**src/rtl/ps2_direction_decoder.sv**
```systemverilog
// PS/2 receiver that turns arrow-key make codes into a 2-bit snake heading and refuses 180-degree turns.
// Optional build macro PS2_WASD_EN: un-extended W/A/S/D make codes steer as well.
module ps2_direction_decoder #(
  parameter int FILTER_LEN     = 8,
  parameter int TIMEOUT_CYCLES = 50000
) (
  input  logic       master_clk,
  input  logic       rst_n,
  input  logic       KB_clk,
  input  logic       data,
  output logic [1:0] dir,
  output logic       dir_valid,
  output logic [7:0] key_code,
  output logic       frame_err
);

  localparam int FW = $clog2(FILTER_LEN + 1);
  localparam int TW = $clog2(TIMEOUT_CYCLES + 1);
  localparam logic [FW-1:0] FILT_LAST = FW'(FILTER_LEN - 1);
  localparam logic [TW-1:0] TO_LAST   = TW'(TIMEOUT_CYCLES - 1);

  localparam logic [1:0] ST_IDLE   = 2'd0;
  localparam logic [1:0] ST_DATA   = 2'd1;
  localparam logic [1:0] ST_PARITY = 2'd2;
  localparam logic [1:0] ST_STOP   = 2'd3;

  logic          kclk_s1_q, kclk_s2_q, data_s1_q, data_s2_q;
  logic          filt_q, filt_d;
  logic [FW-1:0] fcnt_q, fcnt_d;
  logic          strobe_s;
  logic [1:0]    state_q, state_d;
  logic [2:0]    bitcnt_q, bitcnt_d;
  logic [7:0]    shift_q, shift_d;
  logic          par_q, par_d;
  logic [TW-1:0] tocnt_q, tocnt_d;
  logic          byte_ok_s, err_s;
  logic          ext_q, ext_d, brk_q, brk_d;
  logic          cand_vld_s;
  logic [1:0]    cand_s;
  logic [1:0]    dir_q, dir_d;
  logic          dv_q, dv_d, fe_q, fe_d;
  logic [7:0]    key_q, key_d;

  // Glitch filter: filtered clock follows the synced clock only after FILTER_LEN differing samples in a row.
  always_comb begin
    filt_d = filt_q;
    fcnt_d = '0;
    if (kclk_s2_q != filt_q) begin
      if (fcnt_q == FILT_LAST) begin
        filt_d = kclk_s2_q;
        fcnt_d = '0;
      end else begin
        fcnt_d = fcnt_q + 1'b1;
      end
    end else begin
      fcnt_d = '0;
    end
  end

  assign strobe_s = filt_q & ~filt_d;

  // Frame FSM, stepped on the bit strobe, with a watchdog while a frame is in flight.
  always_comb begin
    state_d   = state_q;
    bitcnt_d  = bitcnt_q;
    shift_d   = shift_q;
    par_d     = par_q;
    tocnt_d   = tocnt_q;
    byte_ok_s = 1'b0;
    err_s     = 1'b0;
    if (strobe_s) begin
      tocnt_d = '0;
      case (state_q)
        ST_IDLE: begin
          if (!data_s2_q) begin
            state_d  = ST_DATA;
            bitcnt_d = 3'd0;
          end else begin
            state_d = ST_IDLE;
          end
        end
        ST_DATA: begin
          shift_d  = {data_s2_q, shift_q[7:1]};
          bitcnt_d = bitcnt_q + 3'd1;
          if (bitcnt_q == 3'd7) begin
            state_d = ST_PARITY;
          end else begin
            state_d = ST_DATA;
          end
        end
        ST_PARITY: begin
          par_d   = data_s2_q;
          state_d = ST_STOP;
        end
        ST_STOP: begin
          if (data_s2_q && (^{shift_q, par_q})) begin
            byte_ok_s = 1'b1;
          end else begin
            err_s = 1'b1;
          end
          state_d = ST_IDLE;
        end
        default: state_d = ST_IDLE;
      endcase
    end else if (state_q != ST_IDLE) begin
      if (tocnt_q == TO_LAST) begin
        state_d = ST_IDLE;
        err_s   = 1'b1;
        tocnt_d = '0;
      end else begin
        tocnt_d = tocnt_q + 1'b1;
      end
    end else begin
      tocnt_d = '0;
    end
  end

  // Byte decode: prefix flags, candidate heading, and reversal/duplicate rejection.
  always_comb begin
    ext_d      = ext_q;
    brk_d      = brk_q;
    key_d      = key_q;
    cand_vld_s = 1'b0;
    cand_s     = 2'b00;
    dir_d      = dir_q;
    dv_d       = 1'b0;
    fe_d       = err_s;
    if (byte_ok_s) begin
      key_d = shift_q;
      if (shift_q == 8'hE0) begin
        ext_d = 1'b1;
      end else if (shift_q == 8'hF0) begin
        brk_d = 1'b1;
      end else begin
        ext_d = 1'b0;
        brk_d = 1'b0;
        if (brk_q) begin
          cand_vld_s = 1'b0;
        end else if (ext_q) begin
          case (shift_q)
            8'h75:   begin cand_vld_s = 1'b1; cand_s = 2'b00; end
            8'h6B:   begin cand_vld_s = 1'b1; cand_s = 2'b01; end
            8'h72:   begin cand_vld_s = 1'b1; cand_s = 2'b10; end
            8'h74:   begin cand_vld_s = 1'b1; cand_s = 2'b11; end
            default: cand_vld_s = 1'b0;
          endcase
        end
`ifdef PS2_WASD_EN
        else begin
          case (shift_q)
            8'h1D:   begin cand_vld_s = 1'b1; cand_s = 2'b00; end
            8'h1C:   begin cand_vld_s = 1'b1; cand_s = 2'b01; end
            8'h1B:   begin cand_vld_s = 1'b1; cand_s = 2'b10; end
            8'h23:   begin cand_vld_s = 1'b1; cand_s = 2'b11; end
            default: cand_vld_s = 1'b0;
          endcase
        end
`else
        else begin
          cand_vld_s = 1'b0;
        end
`endif
      end
    end else begin
      key_d = key_q;
    end
    // Opposite headings differ only in bit 1, so xor == 10 marks a reversal.
    if (cand_vld_s && ((cand_s ^ dir_q) != 2'b10) && (cand_s != dir_q)) begin
      dir_d = cand_s;
      dv_d  = 1'b1;
    end else begin
      dir_d = dir_q;
    end
  end

  // State registers with synchronous active-low reset.
  always_ff @(posedge master_clk) begin
    if (!rst_n) begin
      kclk_s1_q <= 1'b1;
      kclk_s2_q <= 1'b1;
      data_s1_q <= 1'b1;
      data_s2_q <= 1'b1;
      filt_q    <= 1'b1;
      fcnt_q    <= '0;
      state_q   <= ST_IDLE;
      bitcnt_q  <= 3'd0;
      shift_q   <= 8'h00;
      par_q     <= 1'b0;
      tocnt_q   <= '0;
      ext_q     <= 1'b0;
      brk_q     <= 1'b0;
      dir_q     <= 2'b11;
      dv_q      <= 1'b0;
      fe_q      <= 1'b0;
      key_q     <= 8'h00;
    end else begin
      kclk_s1_q <= KB_clk;
      kclk_s2_q <= kclk_s1_q;
      data_s1_q <= data;
      data_s2_q <= data_s1_q;
      filt_q    <= filt_d;
      fcnt_q    <= fcnt_d;
      state_q   <= state_d;
      bitcnt_q  <= bitcnt_d;
      shift_q   <= shift_d;
      par_q     <= par_d;
      tocnt_q   <= tocnt_d;
      ext_q     <= ext_d;
      brk_q     <= brk_d;
      dir_q     <= dir_d;
      dv_q      <= dv_d;
      fe_q      <= fe_d;
      key_q     <= key_d;
    end
  end

  assign dir       = dir_q;
  assign dir_valid = dv_q;
  assign key_code  = key_q;
  assign frame_err = fe_q;

endmodule
```
**config.mk**
```make
export PLATFORM = sky130hd
export DESIGN_NAME = ps2_direction_decoder
export DESIGN_NICKNAME = d
export VERILOG_FILES = /design/src/rtl/ps2_direction_decoder.sv
export SDC_FILE = /design/constraint.sdc
export NUM_CORES = 1
export LEC_CHECK = 0
export ABC_AREA = 1
export BUFFER_PORTS_ARGS = -buffer_cell sky130_fd_sc_hd__buf_2
export CORE_ASPECT_RATIO = 1.4
export CORE_MARGIN = 2
export CORE_UTILIZATION = 40
export CTS_CLUSTER_DIAMETER = 30
export DETAILED_ROUTE_END_ITERATION = 10
export SYNTH_ARGS = -nofsm -noshare
export SYNTH_HDL_FRONTEND = slang
export SYNTH_SLANG_ARGS = --single-unit
```
**constraint.sdc**
```tcl
create_clock -name master_clk -period 5.3 [get_ports master_clk]
set_clock_uncertainty 0.05 [all_clocks]
set_input_delay 0.53 -clock master_clk [delete_from_list [all_inputs] [get_ports master_clk]]
set_output_delay 0.53 -clock master_clk [all_outputs]
set_load 0.02 [all_outputs]
```
==> impl_metrics.env, run 1 <==
export IMPL_run_status="complete, no violations"
export IMPL_gate_count_after_technology_mapping=352
export IMPL_core_area_um2=5950
export IMPL_synth_top_flop_cell="sky130_fd_sc_hd__dfxtp_1"
export IMPL_clock_tree_buffer_depth=2
export IMPL_ys_seq_elements=53
export IMPL_hpwlAfterDp_mm=3.44
export IMPL_area_growth_pct=9.93
export IMPL_rsz0062_at_grt="false"
export IMPL_worst_setup_path_start_kind="flip-flop"
export IMPL_placement_io_buffers=15
export IMPL_worstPathMaxFanout=14
export IMPL_area_of_the_multi_input_gates_um2=1220
export IMPL_timing_critical_path_cells="ha_1, nand2_1, nor2_2, inv_2, nor2_4, nand2_4, nor3_4, inv_2, nor2_4, nand3_1, nand2_1, nand3_1"
export IMPL_cts_hold_buffers_added=0
export IMPL_dr_wl_met2_mm=2.37
export IMPL_vias_in_the_first_global_route=1984
export IMPL_dr_total_vias=2115
export IMPL_achievable_freq_mhz=479
export IMPL_route_detailed_wl_per_inst_um=10.9
export IMPL_post_route_cell_area_um2=2730
export IMPL_slew_violations=0
export IMPL_timing_final_setup_violations=0
export IMPL_drive_gt1_share_pct=10.8
export IMPL_grt_use_total_pct=15.0
export IMPL_power_per_cell_area_nw_per_um2=253
export IMPL_worstSetupStartpoint="fcnt_q[0]$_SDFF_PP0_"
export IMPL_drt_first_pass_iters=4
export IMPL_globalRouteOverflowTotal=0
export IMPL_globalplace_congestion=0.814
export IMPL_timing_final_hold_violations=0
export IMPL_detail_route_wirelength_met1_mm=2.20
export IMPL_cp_end_kind="flip-flop"
export IMPL_cts_tree="done"
export IMPL_synthTopCellsByArea="sky130_fd_sc_hd__dfxtp_1, sky130_fd_sc_hd__nand2_1, sky130_fd_sc_hd__inv_1, sky130_fd_sc_hd__nor2_1, sky130_fd_sc_hd__a21oi_1"
export IMPL_synth_nets=360
export IMPL_slowest_stage="sky130_fd_sc_hd__dfxtp_1"
export IMPL_die_area_um2=6860
export IMPL_timing_critical_path_arrival_ns=2.24
export IMPL_place_area_um2=2610
export IMPL_num_antenna_cells=0
export IMPL_num_io_pins=16
export IMPL_number_of_max_capacitance_violations_reported=0
export IMPL_drt_drc_violations_left=0
export IMPL_hold_path_class="primary input to flip-flop"
export IMPL_synth_top_area_share_pct=42.8
export IMPL_placement_rows=33
export IMPL_synth_yosys_warnings=0
export IMPL_timing_final_crit_period_ns=2.09
export IMPL_clkSlewWorstSetupHoldPaths_ns=0.10
export IMPL_worstSkewPairLatency_ns=0.31
export IMPL_regToRegSetupSlack_ns=3.21
export IMPL_least_margin_pin_slew_ns=0.632
export IMPL_netlist_cell_type_count=30
export IMPL_grt_first_pass_wirelength_mm=8.54
export IMPL_design_power_total_uw=690
export IMPL_postRouteAntennaNets=0
export IMPL_viasPerCell=4.82
export IMPL_floorplan_initialDensity_pct=41.7
export IMPL_nNetsFinal=376
export IMPL_cp_data_required_time_ns=5.45
export IMPL_grt_antenna_before_repair=0
export IMPL_hold_path_startpoint="KB_clk"
export IMPL_layout_core_utilization_pct=45.9
export IMPL_drt_iter0_markers=81
export IMPL_finalCritPeriodShare_pct=39.4
export IMPL_critPathKind="flip-flop to flip-flop"
export IMPL_cts_max_level=2
export IMPL_cts_buffers=5
export IMPL_worstSetupEndpoint="dir[1]$_SDFFE_PN1P_"
export IMPL_layout_area_seq_um2=1060
export IMPL_syn_avg_cell_area_um2=7.05
export IMPL_synth_async_sr_flop_share_pct=0
export IMPL_cts_setup_buffers=0
export IMPL_topRoutingLayerUsed="met4"
export IMPL_worst_r2r_path_depth=12
export IMPL_grt_start_max_net_pins=24
export IMPL_r2r_start="fcnt_q[0]$_SDFF_PP0_"
export IMPL_drt_wl_total_mm=4.77
export IMPL_leakage_nw=1.13
export IMPL_max_vdd_ir_drop_uv=128
export IMPL_edff_count_synth=0
export IMPL_netlist_area_um2=2480
export IMPL_die_h_um=97.2
export IMPL_met3WireLength_um=114
export IMPL_ys_seq_area_share_pct=42.8
export IMPL_cts_sinks=53
export IMPL_layout_filler_cells=615
export IMPL_critical_path_reg2reg_endpoint="dir[1]$_SDFFE_PN1P_"
export IMPL_slew_headroom_pct=57.8
export IMPL_cts_resized=0
export IMPL_synth_largest_area_cell="sky130_fd_sc_hd__dfxtp_1"
export IMPL_floorplan_die_width_um=70.6
export IMPL_cts_root_buf="sky130_fd_sc_hd__clkbuf_8"
export IMPL_critical_path_max_stage_delay_ns=0.38
export IMPL_finalSetupTns_ns=0
[worst min-delay path by stage]
stage / endpoint / slack (ns) / depth (start not counted)
3_5_place_dp: kclk_s2_q$_SDFF_PN1_ / 0.35 / 1
2_1_floorplan: data_s2_q$_SDFF_PN1_ / 0.34 / 1
4_1_cts: kclk_s1_q$_SDFF_PN1_ / 0.34 / 2
6_report: kclk_s1_q$_SDFF_PN1_ / 0.35 / 2
3_3_place_gp: kclk_s2_q$_SDFF_PN1_ / 0.35 / 1
5_1_grt: kclk_s1_q$_SDFF_PN1_ / 0.34 / 2
[sequential cells by signal, summed over array words and instances, names as in the netlist, 2 cells and up]
| name | count |
|---|---|
| bitcnt_q | 3 |
| dir | 2 |
| fcnt_q | 4 |
| key_code | 8 |
| shift_q | 8 |
| state_q | 2 |
| tocnt_q | 16 |
[logic make-up after synthesis]
logic type,synth area share (%)
compound gates,10.6
xor+xnor,2.12
fa+ha+maj,2.02
buf+inv,8.22
flops,42.8
simple gates,34.3
[cell usage after synthesis, types with 2 or more instances]
cell,count
sky130_fd_sc_hd__xor2_1,4
sky130_fd_sc_hd__xnor2_1,2
sky130_fd_sc_hd__nor3_1,11
sky130_fd_sc_hd__dfxtp_1,53
sky130_fd_sc_hd__nand2_1,88
sky130_fd_sc_hd__nand4_1,6
sky130_fd_sc_hd__ha_1,4
sky130_fd_sc_hd__or2_2,6
sky130_fd_sc_hd__a21oi_1,28
sky130_fd_sc_hd__nor2_4,2
sky130_fd_sc_hd__inv_2,3
sky130_fd_sc_hd__inv_1,43
sky130_fd_sc_hd__clkbuf_1,4
sky130_fd_sc_hd__nand3_1,26
sky130_fd_sc_hd__nor2_1,38
sky130_fd_sc_hd__o21ai_0,13
sky130_fd_sc_hd__nand3b_1,2
sky130_fd_sc_hd__a31oi_1,3
sky130_fd_sc_hd__nor3b_1,4
sky130_fd_sc_hd__o21a_1,2
[critical path, delay by kind of cell (launching register included)]
family | cells | cell delay [ns]
AND/OR/NAND/NOR | 9 | 1.23
flip-flops | 1 | 0.38
adder cells (fa/ha/maj) | 1 | 0.18
buffers and inverters | 2 | 0.13
[cell type report]
cell class                      instances  share of cell area (%)
Tap cell                               70                    3.21
Timing Repair Buffer                   15                    2.75
Inverter                               46                    6.33
Sequential cell                        53                    38.9
Multi-Input combinational cell        247                    44.6
Clock buffer                            5                    2.52
Clock inverter                          3                    1.70
[metal layers]
layer / GRT usage (%) / up-vias
met3: 2.59 / 8
li1: - / 1155
met5: 0 / -
met2: 26.1 / 25
met1: 18.1 / 927
met4: 6.10 / 0
[where the power goes]
part | internal [mW] | leakage [nW] | total, mW | switching (mW)
clock network | 0.142 | 0.0543 | 0.280 | 0.139
registers | 0.400 | 0.428 | 0.401 | 0.00126
logic | 0.00277 | 0.649 | 0.00829 | 0.00552
[layout by cell type (no fill, tap or decap)]
master                       instances
sky130_fd_sc_hd__nand2_1            88
sky130_fd_sc_hd__dfxtp_1            53
sky130_fd_sc_hd__inv_1              43
sky130_fd_sc_hd__nor2_1             38
sky130_fd_sc_hd__a21oi_1            28
sky130_fd_sc_hd__nand3_1            26
sky130_fd_sc_hd__buf_2              15
sky130_fd_sc_hd__o21ai_0            13
sky130_fd_sc_hd__nor3_1             11
sky130_fd_sc_hd__nand4_1             6
sky130_fd_sc_hd__or2_2               6
sky130_fd_sc_hd__clkbuf_8            5
sky130_fd_sc_hd__xor2_1              4
sky130_fd_sc_hd__nor3b_1             4
sky130_fd_sc_hd__ha_1                4
sky130_fd_sc_hd__inv_2               3
sky130_fd_sc_hd__a31oi_1             3
sky130_fd_sc_hd__nor2_4              2
sky130_fd_sc_hd__xnor2_1             2
sky130_fd_sc_hd__o21a_1              2
sky130_fd_sc_hd__nand3b_1            2
sky130_fd_sc_hd__nor2_2              1
sky130_fd_sc_hd__nand2_4             1
sky130_fd_sc_hd__nor3_4              1
sky130_fd_sc_hd__nand3_2             1
sky130_fd_sc_hd__o21bai_1            1
sky130_fd_sc_hd__nand2_2             1
sky130_fd_sc_hd__a21oi_2             1
sky130_fd_sc_hd__a211oi_1            1
sky130_fd_sc_hd__bufinv_16           1
sky130_fd_sc_hd__clkinv_4            1
sky130_fd_sc_hd__clkinvlp_4          1
[stage by stage]
stage,hold slack [ns],setup WS [ns],cells
final,0.353,3.21,439
after global routing,0.345,3.00,439
after floorplan,0.343,3.59,352
after detailed placement,0.351,2.92,431
after CTS,0.342,3.17,439
after global placement,0.348,2.95,431
Note: power is estimated with default switching activity, not from simulation.
==> run 2, diff against run 1 <==
Settings changed: ABC_AREA 1 to 0.
Clock period 5.3 ns to 1.7 ns, I/O delays scaled along.
==> impl_metrics.env, run 2 <==
export IMPL_edff_count_synth=0
export IMPL_cts_buffers=5
export IMPL_commonest_non_fill_non_tap_cell_in_the_layout="sky130_fd_sc_hd__buf_4"
export IMPL_vias_in_the_first_global_route=1938
export IMPL_worst_hold_path_endpoint="filt_q$_SDFF_PN1_"
export IMPL_r2r_start="shift_q[2]$_SDFFE_PN0P_"
export IMPL_cp_data_required_time_ns=1.83
export IMPL_hpwlAfterDp_mm=3.68
export IMPL_timing_final_hold_violations=0
export IMPL_cts_max_level=2
export IMPL_min_path_cells=2
export IMPL_setup_slack_ns=-0.270
export IMPL_clkSlewWorstSetupHoldPaths_ns=0.10
export IMPL_registers_top_by_ff_count="tocnt_q"
export IMPL_area_of_the_multi_input_gates_um2=1400
export IMPL_drt_iter0_markers=93
export IMPL_nNetsFinal=340
export IMPL_worstSkewPairLatency_ns=0.31
export IMPL_syn_avg_cell_area_um2=8.98
export IMPL_postRouteAntennaNets=0
export IMPL_finalCritPeriodShare_pct=116
export IMPL_layout_common_cells="sky130_fd_sc_hd__buf_4, sky130_fd_sc_hd__dfxtp_1, sky130_fd_sc_hd__nor2_1"
export IMPL_die_h_um=94.9
export IMPL_finalSetupTns_ns=-2.90
export IMPL_hold_path_startpoint="rst_n"
export IMPL_worst_r2r_path_depth=6
export IMPL_hold_path_class="primary input to flip-flop"
export IMPL_cts_sinks=53
export IMPL_worstPathBufferInverterCount=1
export IMPL_critical_path_reg2reg_endpoint="dir[1]$_SDFFE_PN1P_"
export IMPL_cts_tree="done"
export IMPL_slew_violations=0
export IMPL_globalplace_congestion=0.770
export IMPL_timing_critical_path_arrival_ns=2.10
export IMPL_number_of_max_capacitance_violations_reported=0
export IMPL_synth_cells_most_frequent="sky130_fd_sc_hd__dfxtp_1, sky130_fd_sc_hd__nor2_1, sky130_fd_sc_hd__nand3_1"
export IMPL_layout_area_seq_um2=1080
export IMPL_failed_checks="setup timing"
export IMPL_achievable_freq_mhz=508
export IMPL_drt_wl_total_mm=5.41
export IMPL_timing_final_crit_period_ns=1.97
export IMPL_numPlacedInstances=380
export IMPL_final_cell_count_no_fill=403
export IMPL_whs_ns=0.145
export IMPL_max_vdd_ir_drop_uv=573
export IMPL_synth_async_sr_flop_share_pct=0
export IMPL_synth_nets=271
export IMPL_layout_core_utilization_pct=57.5
export IMPL_critPathKind="flip-flop to flip-flop"
export IMPL_dr_total_vias=2057
export IMPL_cts_root_buf="sky130_fd_sc_hd__clkbuf_8"
export IMPL_synth_yosys_warnings=0
export IMPL_clock_tree_buffer_depth=2
export IMPL_worstPathMaxFanout=4
export IMPL_die_area_um2=6540
export IMPL_slew_headroom_pct=74.3
export IMPL_drive_gt1_share_pct=35.4
export IMPL_leakage_nw=1.28
export IMPL_layout_filler_cells=536
export IMPL_place_worst_setup_slack_ns=-0.243
export IMPL_rsz0062_at_grt="true"
export IMPL_grt_use_total_pct=17.6
export IMPL_synthTopCellsByArea="sky130_fd_sc_hd__dfxtp_1, sky130_fd_sc_hd__nor2_1, sky130_fd_sc_hd__xor2_1, sky130_fd_sc_hd__mux2i_1, sky130_fd_sc_hd__xnor2_1"
export IMPL_power_per_cell_area_nw_per_um2=654
export IMPL_regToRegSetupSlack_ns=-0.27
export IMPL_netlist_area_um2=2360
export IMPL_worst_setup_path_start_kind="flip-flop"
export IMPL_floorplan_die_width_um=68.9
export IMPL_drt_first_pass_iters=4
export IMPL_run_status="complete, but fails checks"
export IMPL_ys_seq_area_share_pct=44.9
export IMPL_critical_path_max_stage_delay_ns=0.55
export IMPL_cp_end_kind="flip-flop"
export IMPL_slowest_stage="sky130_fd_sc_hd__xnor3_2"
export IMPL_grt_antenna_before_repair=0
export IMPL_least_margin_pin_slew_ns=0.380
export IMPL_route_detailed_wl_per_inst_um=13.4
export IMPL_timing_critical_path_cells="xnor2_2, xnor3_2, buf_12, xnor2_4, a2111oi_4, o221ai_1"
export IMPL_ys_seq_elements=53
export IMPL_post_route_cell_area_um2=3320
export IMPL_grt_start_max_net_pins=23
export IMPL_num_antenna_cells=0
export IMPL_timing_critical_path_max_delay_family="XOR/XNOR gates"
export IMPL_largest_register_ff_count=16
export IMPL_placement_rows=33
export IMPL_core_area_um2=5780
export IMPL_synth_top_area_share_pct=44.9
export IMPL_num_io_pins=16
export IMPL_area_growth_pct=40.7
export IMPL_design_power_total_mw=2.17
export IMPL_placement_io_buffers=15
export IMPL_gate_count_after_technology_mapping=263
export IMPL_globalRouteOverflowTotal=0
export IMPL_synth_largest_area_cell="sky130_fd_sc_hd__dfxtp_1"
export IMPL_netlist_cell_type_count=46
export IMPL_floorplan_initialDensity_pct=40.8
export IMPL_timing_final_setup_violations=24
export IMPL_yosys_cell_count_top_type="sky130_fd_sc_hd__dfxtp_1"
export IMPL_drt_drc_violations_left=0
export IMPL_grt_first_pass_wirelength_mm=8.56
export IMPL_place_area_um2=2900
export IMPL_viasPerCell=5.10
export IMPL_synth_top_flop_cell="sky130_fd_sc_hd__dfxtp_1"
-- run 2: cell count changes after synthesis, moves of 6 or more --
cell                       change
sky130_fd_sc_hd__mux2i_1      +10
sky130_fd_sc_hd__nand3_1       -7
sky130_fd_sc_hd__nor3_1        -6
sky130_fd_sc_hd__nand2b_1      +7
sky130_fd_sc_hd__inv_1        -33
sky130_fd_sc_hd__clkbuf_1      +6
sky130_fd_sc_hd__xor2_1        +9
sky130_fd_sc_hd__xnor2_1       +9
sky130_fd_sc_hd__a21oi_1      -14
sky130_fd_sc_hd__nand2_1      -81
-- run 2: worst reg2reg max path, delay by kind of cell (launching register included) --
| kind | cells | cell delay, ns |
|---|---|---|
| XOR/XNOR | 3 | 0.87 |
| buffers and inverters | 1 | 0.18 |
| AO/OA/AOI/OAI | 2 | 0.38 |
| flip-flops | 1 | 0.36 |
-- run 2: worst max path at each step --
stage                                  startpoint                  endpoint  slack, ns  cells past startpoint
final                     shift_q[2]$_SDFFE_PN0P_       dir[1]$_SDFFE_PN1P_      -0.27                      6
after global placement    shift_q[7]$_SDFFE_PN0P_  key_code[4]$_SDFFE_PN0P_      -0.24                      5
after CTS                 shift_q[7]$_SDFFE_PN0P_      frame_err$_SDFF_PN0_      -0.21                      5
after floorplan           shift_q[6]$_SDFFE_PN0P_       dir[1]$_SDFFE_PN1P_      -0.18                      5
after global routing      shift_q[2]$_SDFFE_PN0P_  key_code[6]$_SDFFE_PN0P_      -0.34                      6
after detailed placement  shift_q[7]$_SDFFE_PN0P_  key_code[2]$_SDFFE_PN0P_      -0.24                      5
-- run 2: timing repair --
item,in CTS,in global routing
pin swaps,6,12
hold endpoints to repair,2,0
gates resized for setup,14,23
cloned,0,1
hold buffers,2,0
buffers inserted,1,11
setup endpoints to repair,22,26
-- run 2: cells by family after synthesis --
logic type | count (synthesis) | synth area share [%]
adders and majority gates | 4 | 2.12
AOI/OAI and AO/OA | 42 | 11.3
buffers and inverters | 25 | 4.35
muxes | 10 | 4.24
xor gates and xnor gates | 25 | 9.86
and+or+nand+nor | 104 | 23.2
DFF | 53 | 44.9
-- run 2: area by class of cell --
class / count / area share [%]
multi-input combinational: 186 / 42.1
clock buffer: 7 / 2.60
inverter: 10 / 1.13
sequential: 53 / 32.5
tap: 70 / 2.64
clock inverter: 1 / 0.904
timing repair buffer: 76 / 18.0
-- run 2: metal layers --
metal | global-route usage (%) | vias up | share of wire, %
li1 | - | 1048 | -
met1 | 19.2 | 974 | 42
met2 | 31.5 | 25 | 54
met3 | 3.81 | 10 | 2.0
met4 | 8.17 | 0 | 2.3
met5 | 0 | - | 0
-- run 2: power breakdown --
| part | leakage (nW) | switching, mW | total (mW) | internal (mW) |
|---|---|---|---|---|
| registers | 0.434 | 0.00181 | 1.24 | 1.24 |
| clock network | 0.0585 | 0.409 | 0.890 | 0.481 |
| logic | 0.784 | 0.0231 | 0.0399 | 0.0168 |
| total | 1.28 | 0.434 | 2.17 | 1.74 |
==> run 3, diff against run 2 <==
Settings changed: CORE_MARGIN 2 to default, RECOVER_POWER from default to 100.
==> impl_metrics.env, run 3 (synthesis gave the netlist of run 2 again) <==
export IMPL_run_status="complete, but fails checks"
export IMPL_failed_checks="setup timing"
export IMPL_leakage_nw=1.16
export IMPL_timing_critical_path_arrival_ns=2.09
export IMPL_worstPathMaxFanout=5
export IMPL_worst_setup_path_start_kind="flip-flop"
export IMPL_drive_gt1_share_pct=30.6
export IMPL_area_growth_pct=36.0
export IMPL_cts_max_level=2
export IMPL_area_of_the_multi_input_gates_um2=1400
export IMPL_final_cell_count_no_fill=395
export IMPL_globalRouteOverflowTotal=0
export IMPL_largest_register_ff_count=16
export IMPL_layout_filler_cells=522
export IMPL_hpwlAfterDp_mm=3.69
export IMPL_sw_frac_of_total_pct=23.1
export IMPL_grt_use_total_pct=17.9
export IMPL_layout_common_cells="sky130_fd_sc_hd__buf_4, sky130_fd_sc_hd__dfxtp_1, sky130_fd_sc_hd__nor2_1"
export IMPL_drt_wl_total_mm=5.32
export IMPL_timing_final_setup_violations=14
export IMPL_nNetsFinal=334
export IMPL_grt_first_pass_wirelength_mm=8.44
export IMPL_commonest_non_fill_non_tap_cell_in_the_layout="sky130_fd_sc_hd__buf_4"
export IMPL_slew_violations=0
export IMPL_floorplan_initialDensity_pct=42.1
export IMPL_grt_start_max_net_pins=18
export IMPL_finalCritPeriodShare_pct=115
export IMPL_finalSetupTns_ns=-2.40
export IMPL_cp_data_required_time_ns=1.84
export IMPL_num_io_pins=16
export IMPL_cts_buffers=5
export IMPL_power_per_cell_area_nw_per_um2=630
export IMPL_die_area_um2=6220
export IMPL_core_area_um2=5610
export IMPL_grt_antenna_before_repair=0
export IMPL_drt_drc_violations_left=0
export IMPL_layout_area_seq_um2=1080
export IMPL_achievable_freq_mhz=512
export IMPL_least_margin_pin_slew_ns=0.399
export IMPL_floorplan_die_width_um=66.9
export IMPL_viasPerCell=5.09
export IMPL_hold_path_class="primary input to flip-flop"
export IMPL_placement_rows=32
export IMPL_whs_ns=0.0978
export IMPL_slew_headroom_pct=73.0
export IMPL_globalplace_congestion=0.784
export IMPL_critPathKind="flip-flop to flip-flop"
export IMPL_numPlacedInstances=379
export IMPL_placement_io_buffers=15
export IMPL_pwr_share_seq_pct=61.4
export IMPL_max_vdd_ir_drop_uv=465
export IMPL_route_detailed_wl_per_inst_um=13.5
export IMPL_cellInternalPower_mw=1.56
export IMPL_power_share_clock_pct=36.4
export IMPL_clkSlewWorstSetupHoldPaths_ns=0.11
export IMPL_worstSkewPairLatency_ns=0.31
export IMPL_switching_power_uw=468
export IMPL_cts_tree="done"
export IMPL_cts_root_buf="sky130_fd_sc_hd__clkbuf_8"
export IMPL_postRouteAntennaNets=0
export IMPL_drt_iter0_markers=87
export IMPL_setup_slack_ns=-0.255
export IMPL_num_antenna_cells=0
export IMPL_cp_end_kind="flip-flop"
export IMPL_number_of_max_capacitance_violations_reported=0
export IMPL_vias_in_the_first_global_route=1925
export IMPL_clock_tree_buffer_depth=2
export IMPL_dr_total_vias=2011
export IMPL_rsz0062_at_grt="true"
export IMPL_registers_top_by_ff_count="tocnt_q"
export IMPL_drt_first_pass_iters=4
export IMPL_cts_sinks=53
export IMPL_place_worst_setup_slack_ns=-0.281
export IMPL_timing_final_hold_violations=0
export IMPL_share_comb_of_total_power_pct=2.2
export IMPL_timing_final_crit_period_ns=1.95
export IMPL_layout_core_utilization_pct=57.3
export IMPL_die_h_um=92.9
export IMPL_regToRegSetupSlack_ns=-0.25
[run 3: cell count changes in the layout (fill, tap and decap cells not counted), sizes merged]
cell	delta
bufinv	-1
inv	+1
buf	-20
clkinvlp	+1
clkbuf	+12
clkinv	+1
[run 3: timing repair]
action | in CTS | in global routing
gates resized for setup | 17 | 24
cloned | 0 | 1
setup endpoints to repair | 14 | 24
endpoints found under the hold margin | 2 | 0
buffers inserted | 0 | 5
hold buffers | 2 | 0
pin swaps | 4 | 13
[run 3: routing by layer]
metal	global-route usage [%]	up-vias	wire length, um
met5	0	-	0
met4	6.38	0	106
met3	2.96	6	76
met2	33.1	24	2930
met1	19.8	947	2210
li1	-	1034	-
[run 3: power groups by stage]
| stage | clock [mW] | combinational, mW | sequential, mW |
|---|---|---|---|
| floorplan | 0 | 0.0166 | 1.28 |
| global placement | 0 | 0.0397 | 1.28 |
| detailed placement | 0 | 0.0398 | 1.28 |
| CTS | 0.760 | 0.0441 | 1.24 |
| global route | 0.809 | 0.0490 | 1.24 |
| finish | 0.736 | 0.0448 | 1.24 |
[run 3: cell type report]
class                   instances  area share (%)
multi-input cells             186            43.7
repair buffers                 70            16.0
well taps                      68            2.65
flip-flops and latches         53            33.7
clock inverters                 3           0.662
clock buffers                   5            2.14
inverters                      10            1.17
[run 3: path summary, 6_finish.rpt]
check,cells past startpoint,to,startpoint
min,3,state_q[0]$_SDFFE_PN0P_,rst_n
min reg2reg,1,data_s2_q$_SDFF_PN1_,data_s1_q$_SDFF_PN1_
max reg2reg,5,dir[0]$_SDFFE_PN1P_,shift_q[7]$_SDFFE_PN0P_
max,5,dir[0]$_SDFFE_PN1P_,shift_q[7]$_SDFFE_PN0P_
[run 3: critical path, cell delays in order, from the launching register on]
cell and delay (ns):
sky130_fd_sc_hd__dfxtp_4 0.39, sky130_fd_sc_hd__xor2_2 0.13, sky130_fd_sc_hd__xnor3_2 0.55, sky130_fd_sc_hd__xnor2_4 0.24
sky130_fd_sc_hd__o41ai_2 0.33, sky130_fd_sc_hd__o311ai_1 0.15
[run 3: per-stage QoR]
step	cell area, um2	total power, mW
after floorplan	2460	1.29
final	3210	2.02
after global placement	2910	1.32
after global routing	3210	2.10
after CTS	3100	2.05
after detailed placement	2910	1.32
